==> src/rtl/serial_adder.sv <==
// Bit-serial WIDTH-bit adder: one FullAdder cell processes one bit pair per clock,
// LSB first, with the carry held in a flip-flop between bits.

module FullAdder (
  input  logic A,
  input  logic B,
  input  logic CIN,
  output logic SUM,
  output logic CARRY
);
  assign SUM   = A ^ B ^ CIN;
  assign CARRY = (A & B) | (CIN & (A ^ B));
endmodule

module serial_adder #(
  parameter int WIDTH = 8
) (
  input  logic             CLK,
  input  logic             RST,
  input  logic             START,
  input  logic [WIDTH-1:0] A,
  input  logic [WIDTH-1:0] B,
  input  logic             CIN,
  output logic             BUSY,
  output logic             DONE,
  output logic [WIDTH-1:0] SUM,
  output logic             COUT
);
  localparam int CW = $clog2(WIDTH);
  localparam logic [CW-1:0] LAST = CW'(WIDTH - 1);

  localparam logic [1:0] IDLE = 2'd0;
  localparam logic [1:0] RUN  = 2'd1;
  localparam logic [1:0] FIN  = 2'd2;

  logic [1:0]       state;
  logic [CW-1:0]    cnt;
  logic [WIDTH-1:0] a_sr;
  logic [WIDTH-1:0] b_sr;
  logic [WIDTH-1:0] psum;
  logic             carry;
  logic             fa_sum;
  logic             fa_carry;
  logic [WIDTH-1:0] psum_nxt;

  FullAdder u_fa (
    .A    (a_sr[0]),
    .B    (b_sr[0]),
    .CIN  (carry),
    .SUM  (fa_sum),
    .CARRY(fa_carry)
  );

  // Each new sum bit enters at the MSB, so after WIDTH shifts bit 0 sits at the LSB.
  assign psum_nxt = {fa_sum, psum[WIDTH-1:1]};

  assign BUSY = (state == RUN);
  assign DONE = (state == FIN);

  always_ff @(posedge CLK) begin
    if (RST) begin
      state <= IDLE;
      cnt   <= '0;
      a_sr  <= '0;
      b_sr  <= '0;
      psum  <= '0;
      carry <= 1'b0;
      SUM   <= '0;
      COUT  <= 1'b0;
    end else begin
      case (state)
        IDLE, FIN: begin
          if (START) begin
            a_sr  <= A;
            b_sr  <= B;
            carry <= CIN;
            cnt   <= '0;
            psum  <= '0;
            state <= RUN;
          end else begin
            state <= IDLE;
          end
        end
        RUN: begin
          psum  <= psum_nxt;
          a_sr  <= a_sr >> 1;
          b_sr  <= b_sr >> 1;
          carry <= fa_carry;
          if (cnt == LAST) begin
            // Counter is held rather than incremented so it never wraps for power-of-two widths.
            SUM   <= psum_nxt;
            COUT  <= fa_carry;
            state <= FIN;
          end else begin
            cnt <= cnt + CW'(1);
          end
        end
        default: state <= IDLE;
      endcase
    end
  end
endmodule

==> config.mk <==
export PLATFORM = sky130hd
export DESIGN_NAME = serial_adder
export DESIGN_NICKNAME = d
export VERILOG_FILES = /design/src/rtl/serial_adder.sv
export SDC_FILE = /design/constraint.sdc
export NUM_CORES = 1
export LEC_CHECK = 0
export CELL_PAD_IN_SITES_DETAIL_PLACEMENT = 0
export CELL_PAD_IN_SITES_GLOBAL_PLACEMENT = 1
export CORE_UTILIZATION = 37
export DETAILED_ROUTE_END_ITERATION = 8
export HOLD_SLACK_MARGIN = 0.1
export PLACE_DENSITY = 0.77
export SYNTH_ARGS = -nofsm -noshare
export SYNTH_HDL_FRONTEND = slang
export SYNTH_SLANG_ARGS = --single-unit
==> constraint.sdc <==
create_clock -name CLK -period 1.8 [get_ports CLK]
set_input_delay 0.36 -clock CLK [delete_from_list [all_inputs] [get_ports CLK]]
set_output_delay 0.36 -clock CLK [all_outputs]
set_load 0.02 [all_outputs]
==> metrics.txt <==
hold slack 0.454 ns; Setup crit start kind register; setup TNS 0 ns; Post-Syn Area per Cell 8.39 um2; crit end category primary output; initial DRC count 80; area delta synth->final 28.0%; crit path cell chain clkdlybuf4s50_1; relative slew slack 0.725; pwr dens approximately 860 nW/um2; initial antenna violation count 0; CTS buffer count 5; Total GRT Usage 0.173; Port Buffers 30; Seq cells post-synth 38; # hold bufs at CTS 0; Synthesized Nets 212; crit path DAT between 1 and 1.5 ns; layout cells sized above 1 0.0963; Slew @ Worst Pin about 0.41 ns; Cells after DPL 260; first-pass GRT wire length 5750 um; ant diodes 0; Static Leak around 0.74 nW; most frequent cells in the layout 50 x nand2_1, 37 x dfxtp_1, 28 x clkdlybuf4s50_1, 22 x a21oi_1, 21 x nand3_1; Starting Density 0.391; final worst-path cycle share 0.885; Reg area around 760 um2; clock root cell clkbuf_8; Place WS 0.108 ns; commonest non-fill, non-tap cell in the layout nand2_1; postcts setup bufs 0; number of global-route vias before repair approximately 1300; First-pass DRT Iterations 4; clock slew at reported path FFs about 0.070 ns; WL final approximately 3300 um; unrepaired setup endpoints after global routing false; status finished clean; hpwl dp about 2200 um; Final Util 0.500; core area slightly above 4000 um2; synthesized area roughly 1600 um2; Crit path buffers/inverters 1; Die H 67.5 um; Clock Latency Late Sink slightly below 0.3 ns; Max clock buf depth 2; kind of critical path register to primary output; nets@finish 240; Post-Route Skew approximately 0.0073 ns; slowest CP cell clkdlybuf4s50_1; max-cap viol count 0; Die W slightly below 70 um; largest stage delay on the critical path roughly 0.61 ns; Non-Filler Instances between 200 and 300; FP Rows 23; CTS tree done; die area roughly 4600 um2; routability cong. between 0.7 and 0.8; Final ANT Viol Nets 0; DRC 0; clk sinks 38; htree depth 2; DR vias/cell 5.16; required time of the critical path approximately 1.4 ns; routed vias about 1400; minimum clock period 1.59 ns; cells after synthesis roughly 190; area of the multi-input gates 738 um2; Peak Freq 0.628 GHz; Avg WL per Cell around 12 um; Synth cell types 20; largest fanout on the critical path 2; I/O Pins 31; final slew viol count 0; PnR worst setup slack 0.207 ns; Yosys warnings 0; largest net degree at the start of global routing 40; Hold Vio Cnt, Final 0; Setup violations, final 0; post-synthesis sequential area ratio 0.480; GRT overflow 0; CP top delay family buffers and inverters; type of the worst min-delay path register to register; maximum vdd drop around 0.38 mV; Filler cells around 380
-- power breakdown --
part           internal [mW]  switching [mW]  total [mW]
Sequential             0.884          0.0264       0.910
Combinational          0.108           0.124       0.233
Clock                  0.309           0.289       0.597
Total                   1.30           0.439        1.74
-- metal layers --
layer	track usage	vias up	wire length (um)
met5	0	-	0
met4	0.0957	0	74
met3	0.0439	7	146
met2	0.284	29	1550
met1	0.204	643	1510
li1	-	704	-
-- registers in the layout, summed over array words and instances, names as in the netlist --
name,count
state,2
COUT,1
SUM,8
b_sr,8
psum,7
a_sr,8
carry,1
cnt,3
-- worst paths after layout --
check / startpoint / endpoint / slack (ns) / depth (start not counted)
setup / recovery: COUT$_SDFFE_PP0P_ / COUT / 0.21 / 1
setup reg to reg: cnt[0]$_SDFFE_PP0P_ / cnt[1]$_SDFFE_PP0P_ / 0.34 / 5
hold reg to reg: SUM[3]$_SDFFE_PP0P_ / SUM[3]$_SDFFE_PP0P_ / 0.45 / 2
hold / removal: SUM[3]$_SDFFE_PP0P_ / SUM[3]$_SDFFE_PP0P_ / 0.45 / 2
-- cells in the mapped netlist (all sizes together) --
master | count | area, um2
a21oi | 22 | 110
a311oi | 15 | 175
buf | 11 | 67.6
clkbuf | 4 | 15.0
clkinv | 1 | 3.75
dfxtp | 38 | 761
fa | 1 | 20.0
ha | 2 | 25.0
nand2 | 50 | 188
nand2b | 3 | 18.8
nand3 | 21 | 105
nand3b | 1 | 7.51
nor2 | 16 | 60.1
nor2b | 2 | 12.5
nor3b | 1 | 7.51
or3b | 1 | 8.76
-- area by class of cell --
cell class | count | share of cell area
well taps | 50 | 0.0308
flip-flops and latches | 38 | 0.375
clock inverters | 1 | 0.00247
multi-input cells | 135 | 0.364
repair buffers | 36 | 0.183
inverters | 1 | 0.00185
clock buffers | 7 | 0.0425
-- worst reg2reg max path, cell delays in order, from the launching register on --
cell     delay [ns]
dfxtp_1        0.33
ha_1           0.19
ha_1           0.22
or3b_1         0.42
nand3_1        0.11
a21oi_1        0.07
-- metrics by stage --
step / total power [mW] / cell area, um2
5_1_grt: 1.83 / 2030
3_3_place_gp: 1.16 / 1940
3_5_place_dp: 1.16 / 1940
6_report: 1.74 / 2030
2_1_floorplan: 1.08 / 1590
4_1_cts: 1.76 / 2030
-- repair_timing --
action	CTS	global route
hold endpoints to repair	0	0
setup endpoints to repair	1	1
gates resized for setup	2	1
-- logic make-up after synthesis --
kind of cell | count (synthesis) | share of synthesized area
adder cells (fa/ha/maj) | 3 | 0.0284
AO/OA/AOI/OAI | 37 | 0.180
buffers and inverters | 16 | 0.0545
AND/OR/NAND/NOR | 95 | 0.257
flip-flops | 38 | 0.480
(Power assumes the default switching activity.)
